===== src/rtl/axi_ad9434_pngen_if.sv =====
// Stream bundle between the AD9434 test-pattern generator and its consumer.
// The generator side is the master; it sources words and honours adc_ready.
interface axi_ad9434_pngen_if;
   logic [3:0]  adc_pnseq_sel;
   logic        adc_err_inject;
   logic        adc_ready;
   logic        adc_valid;
   logic [47:0] adc_data;
   logic [31:0] adc_xfer_count;

   modport master (
      input  adc_pnseq_sel,
      input  adc_err_inject,
      input  adc_ready,
      output adc_valid,
      output adc_data,
      output adc_xfer_count
   );

   modport slave (
      output adc_pnseq_sel,
      output adc_err_inject,
      output adc_ready,
      input  adc_valid,
      input  adc_data,
      input  adc_xfer_count
   );
endinterface


===== src/rtl/axi_ad9434_pngen.sv =====
// AD9434 test-pattern source: PN9, PN23 or ramp, 4 x 12-bit samples per word,
// valid/ready handshake with single-word error injection and transfer counter.
module axi_ad9434_pngen #(
   parameter logic [8:0]  PN9_SEED  = 9'h1FF,
   parameter logic [22:0] PN23_SEED = 23'h7FFFFF
) (
   input logic                adc_clk,
   input logic                adc_rst,
   axi_ad9434_pngen_if.master pn
);

   typedef enum logic [1:0] {
      MODE_OFF,
      MODE_PN9,
      MODE_PN23,
      MODE_RAMP
   } mode_e;

   logic [3:0]  sel_q,    sel_d;
   logic        valid_q,  valid_d;
   logic [47:0] data_q,   data_d;
   logic [31:0] count_q,  count_d;
   logic        pend_q,   pend_d;
   logic        corr_q,   corr_d;
   logic [8:0]  lfsr9_q,  lfsr9_d;
   logic [22:0] lfsr23_q, lfsr23_d;
   logic [11:0] base_q,   base_d;

   mode_e       mode;
   logic        mode_chg;
   logic        xfer;
   logic        pend_load;
   logic [47:0] word;
   logic [47:0] pn9_word,  pn23_word, ramp_word;
   logic [8:0]  pn9_next;
   logic [22:0] pn23_next;

   always_comb begin
      case (sel_q)
         4'd1:    mode = MODE_PN9;
         4'd2:    mode = MODE_PN23;
         4'd3:    mode = MODE_RAMP;
         default: mode = MODE_OFF;
      endcase
   end

   assign mode_chg = (pn.adc_pnseq_sel != sel_q);
   assign xfer     = valid_q & pn.adc_ready;

   // LFSR windows hold the next unsent stream bits, window[0] first;
   // 48 steps are unrolled so a whole word is produced per cycle.
   always_comb begin : pn9_unroll
      logic [8:0] s;
      logic [5:0] idx;
      s        = lfsr9_q;
      idx      = '0;
      pn9_word = '0;
      for (int unsigned t = 0; t < 48; t++) begin
         idx           = 6'((t / 12) * 12 + 11 - (t % 12));
         pn9_word[idx] = s[0];
         s             = {s[0] ^ s[4], s[8:1]};
      end
      pn9_next = s;
   end

   always_comb begin : pn23_unroll
      logic [22:0] s;
      logic [5:0]  idx;
      s         = lfsr23_q;
      idx       = '0;
      pn23_word = '0;
      for (int unsigned t = 0; t < 48; t++) begin
         idx            = 6'((t / 12) * 12 + 11 - (t % 12));
         pn23_word[idx] = s[0];
         s              = {s[0] ^ s[5], s[22:1]};
      end
      pn23_next = s;
   end

   assign ramp_word = {base_q + 12'd3, base_q + 12'd2, base_q + 12'd1, base_q};

   always_comb begin
      sel_d     = pn.adc_pnseq_sel;
      valid_d   = valid_q;
      data_d    = data_q;
      count_d   = count_q;
      corr_d    = corr_q;
      lfsr9_d   = lfsr9_q;
      lfsr23_d  = lfsr23_q;
      base_d    = base_q;
      word      = '0;
      pend_load = pend_q & ~corr_q;
      // A corrupted word retires the request only when actually delivered;
      // a mode change discards it, so the request carries into the new mode.
      pend_d    = pn.adc_err_inject | (pend_q & ~(xfer & corr_q & ~mode_chg));

      if (mode_chg) begin
         valid_d  = 1'b0;
         data_d   = '0;
         count_d  = '0;
         corr_d   = 1'b0;
         lfsr9_d  = PN9_SEED;
         lfsr23_d = PN23_SEED;
         base_d   = '0;
      end else if (mode == MODE_OFF) begin
         valid_d = 1'b0;
         data_d  = '0;
         corr_d  = 1'b0;
      end else begin
         if (xfer) begin
            count_d = (count_q == '1) ? count_q : count_q + 32'd1;
         end
         if (!valid_q || xfer) begin
            case (mode)
               MODE_PN9: begin
                  word    = pn9_word;
                  lfsr9_d = pn9_next;
               end
               MODE_PN23: begin
                  word     = pn23_word;
                  lfsr23_d = pn23_next;
               end
               MODE_RAMP: begin
                  word   = ramp_word;
                  base_d = base_q + 12'd4;
               end
               default: word = '0;
            endcase
            data_d  = word ^ {47'd0, pend_load};
            corr_d  = pend_load;
            valid_d = 1'b1;
         end
      end
   end

   always_ff @(posedge adc_clk) begin
      if (adc_rst) begin
         sel_q    <= '0;
         valid_q  <= 1'b0;
         data_q   <= '0;
         count_q  <= '0;
         pend_q   <= 1'b0;
         corr_q   <= 1'b0;
         lfsr9_q  <= PN9_SEED;
         lfsr23_q <= PN23_SEED;
         base_q   <= '0;
      end else begin
         sel_q    <= sel_d;
         valid_q  <= valid_d;
         data_q   <= data_d;
         count_q  <= count_d;
         pend_q   <= pend_d;
         corr_q   <= corr_d;
         lfsr9_q  <= lfsr9_d;
         lfsr23_q <= lfsr23_d;
         base_q   <= base_d;
      end
   end

   assign pn.adc_valid      = valid_q;
   assign pn.adc_data       = data_q;
   assign pn.adc_xfer_count = count_q;

endmodule


===== src/flat_wrapper.sv =====
// flat-port wrapper written by rule: the top's interface ports become plain ports
module axi_ad9434_pngen_flat 
#(
   parameter logic [8:0]  PN9_SEED  = 9'h1FF,
   parameter logic [22:0] PN23_SEED = 23'h7FFFFF
)
  (adc_clk, adc_rst, pn_adc_pnseq_sel, pn_adc_err_inject, pn_adc_ready, pn_adc_valid, pn_adc_data, pn_adc_xfer_count);
  axi_ad9434_pngen_if pn_i ();
  input logic adc_clk;
  input logic adc_rst;
  input wire logic [$bits(pn_i.adc_pnseq_sel)-1:0] pn_adc_pnseq_sel;
  input wire logic [$bits(pn_i.adc_err_inject)-1:0] pn_adc_err_inject;
  input wire logic [$bits(pn_i.adc_ready)-1:0] pn_adc_ready;
  output wire logic [$bits(pn_i.adc_valid)-1:0] pn_adc_valid;
  output wire logic [$bits(pn_i.adc_data)-1:0] pn_adc_data;
  output wire logic [$bits(pn_i.adc_xfer_count)-1:0] pn_adc_xfer_count;
  assign pn_i.adc_pnseq_sel = pn_adc_pnseq_sel;
  assign pn_i.adc_err_inject = pn_adc_err_inject;
  assign pn_i.adc_ready = pn_adc_ready;
  assign pn_adc_valid = pn_i.adc_valid;
  assign pn_adc_data = pn_i.adc_data;
  assign pn_adc_xfer_count = pn_i.adc_xfer_count;
  axi_ad9434_pngen #(.PN9_SEED(PN9_SEED), .PN23_SEED(PN23_SEED)) u_core (.adc_clk(adc_clk), .adc_rst(adc_rst), .pn(pn_i));
endmodule

===== config.mk =====
export PLATFORM = sky130hd
export DESIGN_NAME = axi_ad9434_pngen_flat
export DESIGN_NICKNAME = d
export VERILOG_FILES = /design/src/rtl/axi_ad9434_pngen_if.sv /design/src/rtl/axi_ad9434_pngen.sv /design/src/flat_wrapper.sv
export SDC_FILE = /design/constraint.sdc
export NUM_CORES = 1
export LEC_CHECK = 0
export BUFFER_PORTS_ARGS = -buffer_cell sky130_fd_sc_hd__buf_2
export CAP_MARGIN = 10
export CORE_UTILIZATION = 45
export CTS_BUF_LIST = sky130_fd_sc_hd__clkbuf_4 sky130_fd_sc_hd__clkbuf_8 sky130_fd_sc_hd__clkbuf_16
export DETAILED_ROUTE_END_ITERATION = 8
export GPL_ROUTABILITY_DRIVEN = 0
export RECOVER_POWER = 50
export SYNTH_ARGS = -nofsm -noshare
export SYNTH_HDL_FRONTEND = slang
export SYNTH_SLANG_ARGS = --single-unit

===== constraint.sdc =====
create_clock -name adc_clk -period 2.7 [get_ports adc_clk]
set_input_delay 0.675 -clock adc_clk [delete_from_list [all_inputs] [get_ports adc_clk]]
set_output_delay 0.675 -clock adc_clk [all_outputs]
set_load 0.02 [all_outputs]

==> metrics.txt <==
Post-DP HPWL=between 10 and 15 mm; Slew Limit Fails=0; die width=124 um; unrepaired setup endpoints after global routing=false; die area=0.0153 mm^2; RR Startpoint=u_core.pn.adc_xfer_count[0]; Unique masters post-synth=54; Synth Area in Adders=0.375%; CP endpoint kind=flip-flop; cells on worst reg2reg path=8; clock sink count=129; clock root buffer=clkbuf_16; synthesized area=0.00667 mm^2; Worst path slowest cell=or4_1; static leakage=2.80 nW; power share of the clock group=53.8%; Port Buf Inserts=between 80 and 90; top-area cell type share of the netlist area=38.7%; cell-internal power=0.00362 W; number of detailed-route iterations in the first pass=5; Sw Pwr=between 0.001 and 0.0015 W; vias per inst=5.64; largest net degree at the start of global routing=between 80 and 90; worst reg-to-reg setup slack=0.33 ns; cts bufs inserted=17; vias in the first global route=5429; chain of cells forming the critical path=ha_1, and4_1, and2_0, a31oi_1, buf_4, nand3_1, or4_1, nand2_1; Routed WL=between 15 and 20 mm; Synth Area in XOR/XNOR=19.6%; Seq cells post-synth=129; Hold Path Cell Cnt=2; GRT overflow=0; Inserted Diodes=0; fin crit period=2.37 ns; Final Cycle Share=approximately 88%; Combinational Power Share=4.6%; CTS hold repair buffers=0; synth warn=0; CTS Buffer Depth=2; sequential area share after synthesis=around two fifths; transition time of the tightest slew-check pin=1.08 ns; Placeable Area=approximately 0.014 mm^2; Worst Skew=around 0.011 ns; post-cts sizing count=0; Seq pwr share=a little over two fifths; GRT Total Usage=about 26%; relative slew slack=between 20% and 30%; WP buf/inv=1; Worst EP arrival=2.73 ns; Clock Pin Slew Worst Setup and Hold Paths=about 0.060 ns; synth top area cells=dfxtp_1, xnor2_1, xor2_1, nor2_1, o211ai_1; pwr dens=594 mW/mm^2; Synth area leader=dfxtp_1; global-route wire length before repair=29.1 mm; Routed WL per cell=18.1 um; Post-Syn Nets=804; Iter 0 DRT Violations=approximately 610; # rows=44; Layout area overhead=16.7%; Die Ht=124 um; Synth Flop Type=dfxtp_1; Setup-failing EPs final=0; main combinational cell family by area after synthesis=XOR/XNOR gates; outcome=complete, no violations; reg-to-reg endpoint=u_core.pn.adc_xfer_count[10]; CTS tree=yes; CP Launch Type=flip-flop; Clk Latency, worst-skew pair=0.43 ns; DRC Markers=0; HP Start=u_core.pn.adc_data[0]; initial antenna violation count=0; Post-CTS Setup Bufs=0; mux share of post-synthesis cell area=1.52%; Synth Area in Simple Gates=18.5%; DRT antenna net count=0; H-tree depth=4; Max Clk Rate=422 MHz; CP max stage delay=between 0.4 and 0.5 ns; Hold EP=u_core.pn.adc_data[0]; Switching Share=between 20 and 25%; average size of a mapped cell=8.40 um^2; setup TNS=0 ns; worst-path fanout max=17; crit path kind=flip-flop to flip-flop; crit-path leading delay family=simple AND/OR/NAND/NOR gates; Nets=861; placed cell count=a little over 1000; Post-synth EDFFs=0; fraction of layout cells with a size suffix above 1=8.47%; min-delay worst type=flip-flop to flip-flop; WP data required=approximately 3.1 ns; Mapped Cells=794; Initial Util=about 46%; total of max-cap violations=0; share of flip-flops with an asynchronous set or reset=0%; Synth Area in Compound Gates=16.3%; vias post-DR=5895; final instance count without filler cells=1046; I/O pin count=89; Max IR drop VDD=approximately 0.44 mV; final hold vios=0
flip-flops by register name, indices dropped and copies added (netlist names):
register / cells
u_core.pn.adc_xfer_count: 32
u_core.lfsr9_q: 9
u_core.lfsr23_q: 23
u_core.pn.adc_valid: 1
u_core.corr_q: 1
u_core.sel_q: 4
u_core.base_q: 10
u_core.pn.adc_data: 48
u_core.pend_q: 1
power groups by stage:
| stage | Combinational (W) | Sequential (W) | Clock (W) |
|---|---|---|---|
| after floorplan | 0.000152 | 0.00196 | 0 |
| after global placement | 0.000207 | 0.00197 | 0 |
| after detailed placement | 0.000209 | 0.00197 | 0 |
| after CTS | 0.000210 | 0.00192 | 0.00252 |
| after global routing | 0.000231 | 0.00192 | 0.00261 |
| final | 0.000211 | 0.00192 | 0.00249 |
worst register-to-register path, delay by kind of cell (launching register included):
family	cells	cell delay, ns
compound gates	1	0.23
fa+ha+maj	1	0.25
buf+inv	1	0.27
flops	1	0.36
simple gates	5	1.21
layer usage:
| metal | wire length, um | track usage, % | up-vias |
|---|---|---|---|
| li1 | - | - | 2853 |
| met1 | 8390 | 34.4 | 2789 |
| met2 | 8700 | 39.1 | 217 |
| met3 | 1390 | 6.96 | 36 |
| met4 | 446 | 8.73 | 0 |
| met5 | 0 | 0 | - |
cell type report:
type | instances | area [um^2]
well taps | 184 | 230
clock buffers | 21 | 480
repair buffers | 113 | 534
flip-flops and latches | 129 | 2580
multi-input cells | 580 | 3770
fillers | 1391 | 6690
clock inverters | 9 | 155
inverters | 10 | 37.5
synthesized netlist by cell type (9+ instances only):
cell and number:
xor2_1 69, xnor2_1 70, nor3_1 14, a21oi_1 17, buf_2 9, buf_1 9, a22oi_1 10, o21ai_0 53
nand2_1 70, dfxtp_1 129, nand4_1 19, clkbuf_1 56, inv_1 10, mux2i_1 9, nor2_1 99, nand3_1 15
o211ai_1 46
cells in the final DEF, fill, tap and decap left out, drive strengths merged, types with 3 or more instances in the layout:
cell type    n
nor3        15
o21ai       53
dfxtp      129
nor2       100
or4          5
buf         30
nand3       15
nand2b       5
or3          5
xor2        70
a21oi       17
and4         3
o211ai      46
nand2       70
clkinv       4
inv         10
and2         3
clkbuf     104
o221ai       7
a221oi       8
nor2b        6
xnor2       71
a22oi       10
a311oi       7
a211oi       7
and3         6
mux2i        9
nand4       20
bufinv       4
kinds of logic after synthesis:
kind of cell	Yosys count
fa+ha+maj	2
compound gates	163
buf+inv	85
simple gates	262
mux	10
flops	129
xor+xnor	143
worst max-delay path by stage:
stage,start,end,slack (ns),cells past startpoint
after floorplan,u_core.pn.adc_xfer_count[0],u_core.pn.adc_xfer_count[20],0.40,8
after global placement,u_core.sel_q[1],u_core.lfsr23_q[20],0.47,6
after detailed placement,u_core.pn.adc_xfer_count[0],u_core.pn.adc_xfer_count[12],0.40,8
after CTS,u_core.pn.adc_xfer_count[0],u_core.pn.adc_xfer_count[10],0.37,8
after global routing,u_core.sel_q[3],u_core.pn.adc_data[22],0.14,6
final,u_core.pn.adc_xfer_count[0],u_core.pn.adc_xfer_count[10],0.33,8
stage by stage:
stage | setup WS (ns) | utilization (%) | hold WS (ns) | total power, W | cell area (um^2)
3_5_place_dp | 0.396 | 50.2 | 0.461 | 0.00217 | 7260
6_report | 0.330 | 53.8 | 0.468 | 0.00462 | 7790
2_1_floorplan | 0.398 | - | 0.443 | 0.00211 | 6670
4_1_cts | 0.373 | 54.6 | 0.469 | 0.00466 | 7900
3_3_place_gp | 0.472 | 50.2 | 0.455 | 0.00217 | 7260
5_1_grt | 0.141 | 53.8 | 0.484 | 0.00476 | 7790
(Power assumes the default switching activity.)
